--- src/rtl/fetch_unit.sv ---
`default_nettype none
// fetch_unit: instruction fetch front end. It issues word requests, buffers in-order
// responses in a small FIFO, presents them to decode and discards responses made stale by a redirect.
module fetch_unit #(
  parameter int                      ADDRESS_BITS = 16,
  parameter logic [ADDRESS_BITS-1:0] RESET_PC     = '0,
  parameter int                      FIFO_DEPTH   = 2
) (
  input  logic                    clock,
  input  logic                    reset,
  output logic                    req_valid,
  output logic [ADDRESS_BITS-1:0] req_addr,
  input  logic                    req_ready,
  input  logic                    resp_valid,
  input  logic [31:0]             resp_data,
  input  logic                    next_PC_select,
  input  logic [ADDRESS_BITS-1:0] target_PC,
  output logic [ADDRESS_BITS-1:0] PC,
  output logic [31:0]             instruction,
  output logic                    inst_valid,
  input  logic                    decode_ready
);

  localparam int                      PTR_W = $clog2(FIFO_DEPTH);
  localparam int                      CNT_W = $clog2(FIFO_DEPTH + 1);
  localparam logic [31:0]             NOP   = 32'h0000_0013;
  localparam logic [ADDRESS_BITS-1:0] WORD  = ADDRESS_BITS'(4);

  typedef enum logic [0:0] {BOOT = 1'b0, RUN = 1'b1} state_t;
  state_t state, state_next;

  logic [ADDRESS_BITS-1:0] pc_q, resp_pc, target_word;
  logic [CNT_W-1:0]        outstanding, outstanding_next, discard, count;
  logic [CNT_W:0]          in_use;
  logic [PTR_W-1:0]        rd_ptr, wr_ptr;
  logic [ADDRESS_BITS-1:0] fifo_pc   [FIFO_DEPTH];
  logic [31:0]             fifo_data [FIFO_DEPTH];
  logic                    issue, resp_ok, drop, push, pop, redirect;
  logic                    unused_target_bits;

  assign unused_target_bits = ^target_PC[1:0];

  // Occupancy plus in-flight requests bounds issue, so a response always has a free slot.
  assign in_use = {1'b0, outstanding} + {1'b0, count};

  always_ff @(posedge clock) begin
    if (reset) state <= BOOT;
    else       state <= state_next;
  end

  always_comb begin
    state_next = state;
    req_valid  = 1'b0;
    case (state)
      BOOT:    state_next = RUN;
      RUN:     req_valid  = (in_use < (CNT_W + 1)'(FIFO_DEPTH));
      default: state_next = BOOT;
    endcase
  end

  assign req_addr    = pc_q;
  assign issue       = req_valid && req_ready;
  assign resp_ok     = resp_valid && (outstanding != '0);
  assign drop        = resp_ok && (discard != '0);
  assign push        = resp_ok && (discard == '0);
  assign inst_valid  = (count != '0);
  assign pop         = inst_valid && decode_ready;
  assign redirect    = pop && next_PC_select;
  assign target_word = {target_PC[ADDRESS_BITS-1:2], 2'b00};

  always_comb begin
    outstanding_next = outstanding;
    if (issue && !resp_ok)      outstanding_next = outstanding + CNT_W'(1);
    else if (!issue && resp_ok) outstanding_next = outstanding - CNT_W'(1);
  end

  always_ff @(posedge clock) begin
    if (reset) begin
      pc_q        <= RESET_PC;
      resp_pc     <= RESET_PC;
      outstanding <= '0;
      discard     <= '0;
      count       <= '0;
      rd_ptr      <= '0;
      wr_ptr      <= '0;
    end else begin
      outstanding <= outstanding_next;
      if (issue) pc_q <= pc_q + WORD;
      if (redirect) begin
        // Everything still in flight, including a request issued this cycle, is stale.
        pc_q    <= target_word;
        resp_pc <= target_word;
        discard <= outstanding_next;
        count   <= '0;
        rd_ptr  <= '0;
        wr_ptr  <= '0;
      end else begin
        if (drop) discard <= discard - CNT_W'(1);
        if (push) begin
          resp_pc <= resp_pc + WORD;
          wr_ptr  <= wr_ptr + PTR_W'(1);
        end
        if (pop) rd_ptr <= rd_ptr + PTR_W'(1);
        if (push && !pop)      count <= count + CNT_W'(1);
        else if (!push && pop) count <= count - CNT_W'(1);
      end
    end
  end

  always_ff @(posedge clock) begin
    if (push) begin
      fifo_pc[wr_ptr]   <= resp_pc;
      fifo_data[wr_ptr] <= resp_data;
    end
  end

  assign PC          = inst_valid ? fifo_pc[rd_ptr]   : resp_pc;
  assign instruction = inst_valid ? fifo_data[rd_ptr] : NOP;

endmodule
`default_nettype wire

--- config.mk ---
export PLATFORM = sky130hd
export DESIGN_NAME = fetch_unit
export DESIGN_NICKNAME = d
export VERILOG_FILES = /design/src/rtl/fetch_unit.sv
export SDC_FILE = /design/constraint.sdc
export NUM_CORES = 1
export LEC_CHECK = 0
export ABC_AREA = 1
export BUFFER_PORTS_ARGS = -buffer_cell sky130_fd_sc_hd__buf_2
export CAP_MARGIN = 20
export CORE_MARGIN = 2
export CORE_UTILIZATION = 55
export DETAILED_ROUTE_END_ITERATION = 10
export PLACE_DENSITY_LB_ADDON = 0.15
export SLEW_MARGIN = 20
export SYNTH_ARGS = -nofsm -noshare
export SYNTH_HDL_FRONTEND = slang
export SYNTH_SLANG_ARGS = --single-unit
--- constraint.sdc ---
create_clock -name clock -period 4.4 [get_ports clock]
set_clock_uncertainty 0.05 [all_clocks]
set_input_delay 0.88 -clock clock [delete_from_list [all_inputs] [get_ports clock]]
set_output_delay 0.88 -clock clock [all_outputs]
set_load 0.1 [all_outputs]
==> results of run 1 <==
[per-layer routing]
layer	global-route usage	vias up	routed length, µm
li1	-	2312	-
met4	0.0918	0	176
met1	0.281	2183	5330
met3	0.0413	13	858
met5	0	-	0
met2	0.406	178	6250
[flip-flops by register name, summed over array words and instances (netlist names), named ones only]
register     flops
fifo_data       64
fifo_pc         28
req_addr        14
resp_pc         14
count            2
discard          2
outstanding      2
rd_ptr           1
state            1
wr_ptr           1
[stage by stage]
stage / instances / util / setup slack, ns / hold WS, ns
after floorplan: 618 / - / 0.346 / 0.411
after global placement: 844 / 0.627 / 1.25 / 0.414
after detailed placement: 844 / 0.627 / 1.25 / 0.439
after CTS: 876 / 0.686 / 0.717 / 0.446
after global routing: 876 / 0.686 / 0.598 / 0.475
final: 876 / 0.686 / 0.755 / 0.451
[critical path, delay by kind of cell (launching register included)]
kind                   cells  cell delay, ns
AOI/OAI and AO/OA          1            0.28
buffers and inverters      2            1.23
DFF                        1            0.60
and+or+nand+nor            1            0.10
[kinds of logic after synthesis]
group,count (synthesis),share of synthesized area
simple gates,266,0.198
flops,130,0.605
compound gates,126,0.115
buf+inv,82,0.0613
fa+ha+maj,6,0.0142
xor+xnor,4,0.00602
other cells,1,0.000644
[placed cells by master (no fill, tap or decap), types with 2 or more instances in the layout]
master / instances
inv_1: 48
clkinvlp_4: 2
o21a_1: 2
or2_2: 4
nand2_4: 2
dfxtp_1: 37
nand2_2: 2
clkinv_1: 4
clkbuf_1: 2
o211ai_1: 3
nand2_1: 167
conb_1: 4
a22oi_1: 5
nor2_4: 5
buf_2: 113
buf_4: 6
nand4_1: 7
nand3b_1: 2
xnor2_1: 2
bufinv_16: 5
nand3_1: 44
a21oi_1: 78
o21ai_0: 29
nor2_1: 29
clkbuf_16: 16
a31oi_1: 6
ha_1: 5
inv_2: 5
xor2_1: 2
edfxtp_1: 92
clkinv_2: 2
o21bai_1: 2
[final cells by class]
type,instances,area (µm²)
clock buffer,19,422
multi-input combinational,406,1970
fill,795,3240
sequential,130,3520
tap,136,170
inverter,53,199
timing repair buffer,119,611
clock inverter,13,190
[worst paths after layout]
kind                        startpoint                       to  slack (ns)  depth (start not counted)
max reg2reg  outstanding[0]$_SDFF_PP0_  fifo_pc[0][4]$_DFFE_PP_        1.99                          8
min                rd_ptr$_SDFFE_PP0P_      rd_ptr$_SDFFE_PP0P_        0.45                          2
min reg2reg        rd_ptr$_SDFFE_PP0P_      rd_ptr$_SDFFE_PP0P_        0.45                          2
max                           register                    PC[8]        0.76                          4
==> impl_metrics.csv, run 1 <==
group,metric,value,unit
sta,grt_setup_unrepaired,"false",
routing,wl_per_cell,14.4,µm
routing,drc,0,
cells_and_area,drive_gt1_frac,0.224,
routing,avgViaCountPerCell,5.35,
logic_synthesis,synthTopCellsByCount,"nand2_1, edfxtp_1, a21oi_1, inv_1, nand3_1",
critical_path,arrival,2.71,ns
logic_synthesis,yosysMostFrequentCell,"nand2_1",
clock_tree,clk_latency,0.51,ns
floorplanning,num_rows,37,
floorplanning,die_area,11400,µm²
critical_path,crit_path_max_incr_delay,0.75,ns
clock_tree,cts.repair.resized,0,
sta,timing.fmax,0.274,GHz
clock_tree,cts_buffers,17,
job,drv_cap,0,
logic_synthesis,synth_cell_types,35,
clock_tree,cts_max_level,4,
floorplanning,core,10300,µm²
clock_tree,post_cts.repair.setup_buffers,0,
routing,wl,12.6,mm
sta,setup_viol,0,
cells_and_area,design_area,7080,µm²
clock_tree,cts_tree,"done",
global_routing,grtUsageTotal,0.231,
logic_synthesis,synth_edf_count,92,
critical_path,cp_cell_sequence,"inv_2 -> nand2_1 -> a22oi_1 -> buf_2",
sta,fin_tns_setup,0,ns
clock_tree,ctsHoldBuffers,0,
clock_tree,cts_root_buffer,"clkbuf_8",
logic_synthesis,seq_area_frac_synth,0.605,
sta,slew_violations,0,
global_routing,grt_pass1_vias,4421,
routing,drt_pass1_iterations,5,
critical_path,worst_setup_path_start_kind,"register",
clock_tree,clock_path_buffers,2,
min_path,hp-class,"register to register",
routing,antenna_left,0,
placement,dpl_cell_area,6470,µm²
global_routing,grt_max_degree,48,
cells_and_area,nNetsFinal,787,
status,outcome,"complete, no violations",
floorplanning,ioPinCount,120,
routing,vias,4686,
logic_synthesis,synth_area_leader_cell,"edfxtp_1",
critical_path,cp-end-kind,"primary output",
logic_synthesis,avgSynthCellArea,9.47,µm²
critical_path,crit_fanout,47,
global_routing,grt_overflow_total,0,
logic_synthesis,async_flop_share,0,
logic_synthesis,syn_area,5820,µm²
critical_path,cp_slowest_cell,"inv_2",
floorplanning,die_h,107,µm
sta,timing.slew.headroom,0.383,
sta,finalCriticalPeriod,3.64,ns
sta,worst_slew_pin_slew,0.926,ns
placement,hpwl,8.11,mm
critical_path,required,3.47,ns
logic_synthesis,synth-warning-count,0,
routing,drt-initial-drc-count,375,
clock_tree,clkSlewWorstSetupHoldPaths,0.06,ns
logic_synthesis,ys.flop_type,"edfxtp_1",
cells_and_area,diodes,0,
logic_synthesis,post-synth-top-area-fraction,0.475,
floorplanning,start_util,0.564,
global_routing,grt_pass1_wl,20.6,mm
sta,period_share,0.828,
logic_synthesis,synthCells,615,
logic_synthesis,synth_area_leaders,"edfxtp_1, dfxtp_1, nand2_1",
critical_path,critPathKind,"register to primary output",
placement,portBuffers,113,
sta,hold_viol,0,
cells_and_area,area_growth,21.7,%
global_routing,grt_antenna_before_repair,0,
clock_tree,clock-sinks,130,
floorplanning,die_w,107,µm
placement,gp_congestion,0.821,
logic_synthesis,ys_ff_latch,130,
Power of run 1 is left out: the tool's default activity adds up to more than one toggle a clock period on the data nets, which glitch-free logic cannot reach.
==> run 2, diff against run 1 <==
==> constraint.sdc (replaced) <==
create_clock -name clock -period 3.75 [get_ports clock]
set_clock_uncertainty 0.05 [all_clocks]
set_input_delay 0.75 -clock clock [delete_from_list [all_inputs] [get_ports clock]]
set_output_delay 0.75 -clock clock [all_outputs]
set_load 0.1 [all_outputs]
==> run 2 against run 1 <==
  * Die area did not move
  * First-iteration DRC count is 20% lower
  * Cell count is the same
  * Global-route usage fell by 0.12 points
  * Worst hold slack got worse by 0.10 ns
==> impl_metrics.csv, run 2 (synthesis results as in run 1) <==
group,metric,value,unit
floorplanning,core,10300,µm²
critical_path,required,2.95,ns
cells_and_area,top_regs,"fifo_data: 64 flops, fifo_pc: 28 flops",
critical_path,critPathKind,"register to primary output",
critical_path,worst_setup_path_start_kind,"register",
clock_tree,clock-sinks,130,
cells_and_area,final_cell_mix,"nand2_1, buf_2, edfxtp_1, a21oi_1, inv_1",
placement,gp_congestion,0.843,
min_path,hold_start,"reset",
clock_tree,cts_buffers,17,
cells_and_area,drive_gt1_frac,0.238,
global_routing,grtUsageTotal,0.230,
critical_path,cp-startpoint,"count[1]$_SDFFE_PP0P_",
clock_tree,clk_latency,0.51,ns
status,outcome,"complete, no violations",
routing,drc,0,
cells_and_area,regMostFlops,"fifo_data",
floorplanning,start_util,0.564,
global_routing,grt_overflow_total,0,
sta,worst_slew_pin_slew,0.917,ns
routing,avgViaCountPerCell,5.32,
critical_path,crit_fanout,28,
global_routing,grt_pass1_wl,20.6,mm
sta,setup_viol,0,
floorplanning,die_area,11400,µm²
global_routing,grt_antenna_before_repair,0,
sta,grt_setup_unrepaired,"false",
cells_and_area,nNetsFinal,787,
clock_tree,cts_tree,"done",
clock_tree,cts_root_buffer,"clkbuf_8",
critical_path,arrival,2.62,ns
global_routing,grt_max_degree,48,
cells_and_area,final_common_cell,"nand2_1",
job,drv_cap,0,
routing,drt_pass1_iterations,5,
floorplanning,num_rows,37,
placement,portBuffers,113,
sta,slew_violations,0,
sta,fin_tns_setup,0,ns
clock_tree,ctsHoldBuffers,0,
cells_and_area,largest_reg_flops,64,
sta,finalCriticalPeriod,3.42,ns
sta,hold_viol,0,
cells_and_area,diodes,0,
sta,timing.slew.headroom,0.388,
routing,wl,12.5,mm
clock_tree,clock_path_buffers,2,
routing,drt-initial-drc-count,299,
sta,period_share,0.912,
routing,wl_per_cell,14.2,µm
floorplanning,die_h,107,µm
routing,vias,4660,
cells_and_area,fin_util,0.678,
sta,timing.fmax,0.292,GHz
clock_tree,cts_max_level,4,
cells_and_area,filler_cell_count,806,
critical_path,cp-end-kind,"primary output",
floorplanning,die_w,107,µm
clock_tree,post_cts.repair.setup_buffers,0,
sta,hold_ws,0.348,ns
routing,antenna_left,0,
min_path,hp-class,"primary input to register",
cells_and_area,area_growth,20.3,%
clock_tree,cts.repair.resized,0,
global_routing,grt_pass1_vias,4538,
floorplanning,ioPinCount,120,
critical_path,timing.rr.start,"count[0]$_SDFFE_PP0P_",
placement,hpwl,7.99,mm
clock_tree,clkSlewWorstSetupHoldPaths,0.06,ns
[run 2: metrics by stage]
stage          instances  cell area [µm²]  setup WS, ns
2_1_floorplan        618             5860         0.194
3_3_place_gp         844             6490         0.913
3_5_place_dp         844             6490         0.845
4_1_cts              876             7000         0.311
5_1_grt              876             7000         0.125
6_report             876             7000         0.331
[run 2: path summary, 6_finish.rpt]
path | end | slack [ns] | depth (start not counted)
worst min register to register | register | 0.43 | 2
worst max-delay path | PC[15] | 0.33 | 6
worst min-delay path | outstanding[0]$_SDFF_PP0_ | 0.35 | 2
worst max register to register | req_addr[10]$_SDFFE_PP0P_ | 1.39 | 10
[run 2: area by class of cell]
type / count / area [µm²] / share of cell area
timing repair buffer: 119 / 611 / 0.0872
tap: 136 / 170 / 0.0243
clock buffer: 17 / 414 / 0.0591
multi-input combinational: 406 / 1990 / 0.284
clock inverter: 15 / 95.1 / 0.0136
inverter: 53 / 199 / 0.0284
sequential: 130 / 3520 / 0.503
[run 2: worst max-delay path, cell delays in order, from the launching register on]
cell and delay, ns:
dfxtp_1 0.32, inv_1 0.13, nand2_4 0.16, inv_1 0.71, a21oi_1 0.07, a22oi_1 0.22
buf_2 0.48
[run 2: layer usage]
layer  up-vias  global-route usage  wire [µm]
met5         -                   0          0
met4         0              0.0816        190
met3        16              0.0584        747
met2       168               0.385       6050
met1      2164               0.289       5480
li1       2312                   -          -
Power of run 2 is left out for the same reason.
==> run 3, diff against run 2 <==
--- a/config.mk
+++ b/config.mk
@@ -8,8 +8,10 @@
 export ABC_AREA = 1
 export BUFFER_PORTS_ARGS = -buffer_cell sky130_fd_sc_hd__buf_2
 export CAP_MARGIN = 20
+export CELL_PAD_IN_SITES_DETAIL_PLACEMENT = 2
+export CELL_PAD_IN_SITES_GLOBAL_PLACEMENT = 2
 export CORE_MARGIN = 2
-export CORE_UTILIZATION = 55
+export CORE_UTILIZATION = 33
 export DETAILED_ROUTE_END_ITERATION = 10
 export PLACE_DENSITY_LB_ADDON = 0.15
 export SLEW_MARGIN = 20
==> run 3 against run 2 <==
  * Sequential share of layout area decreased by 1.6 points
  * Worst hold slack improved by 0.11 ns
  * Worst setup slack got worse by 0.020 ns
  * Final area increased by 3.3%
  * Register-to-register slack got worse by 0.05 ns
  * Non-clock buffer count increased by 2
==> impl_metrics.csv, run 3 (synthesis results as in run 1) <==
group,metric,value,unit
status,outcome,"complete, no violations",
sta,setup_viol,0,
placement,dpl_cell_area,6630,µm²
critical_path,crit_path_frequent_cell,"inv_1",
cells_and_area,multi_input_area,1990,µm²
min_path,hp-class,"register to register",
critical_path,arrival,2.64,ns
clock_tree,clock_path_buffers,2,
floorplanning,die_w,137,µm
routing,wl_per_cell,17.7,µm
cells_and_area,diodes,0,
global_routing,grt_overflow_total,0,
clock_tree,cts_tree,"done",
global_routing,grt_max_degree,47,
routing,wl,17.1,mm
sta,worst_slew_pin_slew,0.957,ns
clock_tree,post_cts.repair.setup_buffers,0,
sta,slew_violations,0,
placement,gp_congestion,0.747,
cells_and_area,nNetsFinal,789,
placement,hpwl,11.6,mm
cells_and_area,regMostFlops,"fifo_data",
sta,fin_tns_setup,0,ns
sta,setup_ws,0.311,ns
sta,timing.fmax,0.291,GHz
clock_tree,cts_root_buffer,"clkbuf_16",
floorplanning,num_rows,48,
job,drv_cap,0,
global_routing,grt_pass1_vias,5302,
floorplanning,die_h,137,µm
critical_path,crit_fanout,28,
cells_and_area,area_growth,24.3,%
cells_and_area,largest_reg_flops,64,
cells_and_area,filler_cell_count,1934,
critical_path,worst-path-buf-inv,3,
routing,antenna_left,0,
min_path,holdPathEnd,"rd_ptr$_SDFFE_PP0P_",
sta,finalCriticalPeriod,3.44,ns
sta,timing.slew.headroom,0.361,
critical_path,timing.rr.start,"count[0]$_SDFFE_PP0P_",
cells_and_area,regArea,3520,µm²
critical_path,cp_cell_sequence,"inv_1 -> nand2_4 -> inv_1 -> a21oi_1 -> a22oi_1 -> buf_2",
global_routing,grt_antenna_before_repair,0,
sta,grt_setup_unrepaired,"false",
critical_path,r2r_setup_slack,1.34,ns
floorplanning,core,17300,µm²
critical_path,cp_slowest_cell,"inv_1",
clock_tree,clkSlewWorstSetupHoldPaths,0.05,ns
routing,avgViaCountPerCell,4.91,
routing,drt_pass1_iterations,4,
cells_and_area,final_cell_mix,"nand2_1, buf_2, edfxtp_1, a21oi_1, inv_1",
cells_and_area,top_regs,"fifo_data: 64 flops, fifo_pc: 28 flops",
critical_path,critPathKind,"register to primary output",
cells_and_area,final_common_cell,"nand2_1",
sta,period_share,0.917,
clock_tree,clock-sinks,130,
floorplanning,start_util,0.337,
routing,vias,4751,
critical_path,required,2.95,ns
global_routing,grtUsageTotal,0.193,
cells_and_area,drive_gt1_frac,0.235,
clock_tree,ctsHoldBuffers,0,
placement,portBuffers,113,
cells_and_area,design_area,7230,µm²
min_path,hold_start,"rd_ptr$_SDFFE_PP0P_",
clock_tree,cts_max_level,4,
min_path,hold_depth,2,
routing,drt-initial-drc-count,126,
critical_path,cp-end-kind,"primary output",
global_routing,grt_pass1_wl,27.5,mm
floorplanning,ioPinCount,120,
critical_path,worst_setup_path_start_kind,"register",
critical_path,critPathTopFamily,"buffers and inverters",
critical_path,crit_path_max_incr_delay,0.74,ns
clock_tree,clk_latency,0.41,ns
clock_tree,cts.repair.resized,0,
placement,preCtsSetupSlack,0.698,ns
routing,drc,0,
critical_path,reg2reg_depth,9,
floorplanning,die_area,18700,µm²
sta,hold_viol,0,
critical_path,r2r-end,"req_addr[13]$_SDFFE_PP0P_",
clock_tree,cts_buffers,17,
run 3: per-stage QoR:
step	utilization	std cells	hold slack, ns
2_1_floorplan	-	618	0.411
3_3_place_gp	0.384	935	0.421
3_5_place_dp	0.384	935	0.443
4_1_cts	0.418	967	0.447
5_1_grt	0.418	967	0.454
6_report	0.418	967	0.459
run 3: layout make-up:
class,instances,share of cell area
multi-input combinational,406,0.275
clock buffer,20,0.0604
inverter,53,0.0275
sequential,130,0.487
timing repair buffer,121,0.0882
clock inverter,12,0.0227
tap,225,0.0389
run 3: layer usage:
layer	part of all wire	vias up	global-route usage	routed length [µm]
met4	0.012	0	0.0601	201
met2	0.52	90	0.352	8810
met5	0	-	0	0
li1	-	2308	-	-
met1	0.43	2338	0.224	7340
met3	0.042	15	0.0419	725
run 3: how the worst max path moves through the flow:
| stage | end | slack, ns | from | cells past startpoint |
|---|---|---|---|---|
| 2_1_floorplan | fifo_data[1][0]$_DFFE_PP_ | 0.19 | resp_valid | 4 |
| 3_3_place_gp | PC[14] | 0.79 | count[1]$_SDFFE_PP0P_ | 6 |
| 3_5_place_dp | PC[8] | 0.70 | count[1]$_SDFFE_PP0P_ | 6 |
| 4_1_cts | PC[8] | 0.22 | count[1]$_SDFFE_PP0P_ | 6 |
| 5_1_grt | PC[14] | 0.11 | count[1]$_SDFFE_PP0P_ | 6 |
| 6_report | PC[8] | 0.31 | count[1]$_SDFFE_PP0P_ | 6 |
run 3: worst register-to-register path, cell delays in order (launching register included):
cell and delay [ns]:
dfxtp_1 0.38, nand2_1 0.07, inv_1 0.07, fa_1 0.41, nor2_1 0.19, nand3_1 0.20, nand2_1 0.56, nand2_1 0.17
a21oi_1 0.16, nor2_1 0.05
Power of run 3 is left out for the same reason.
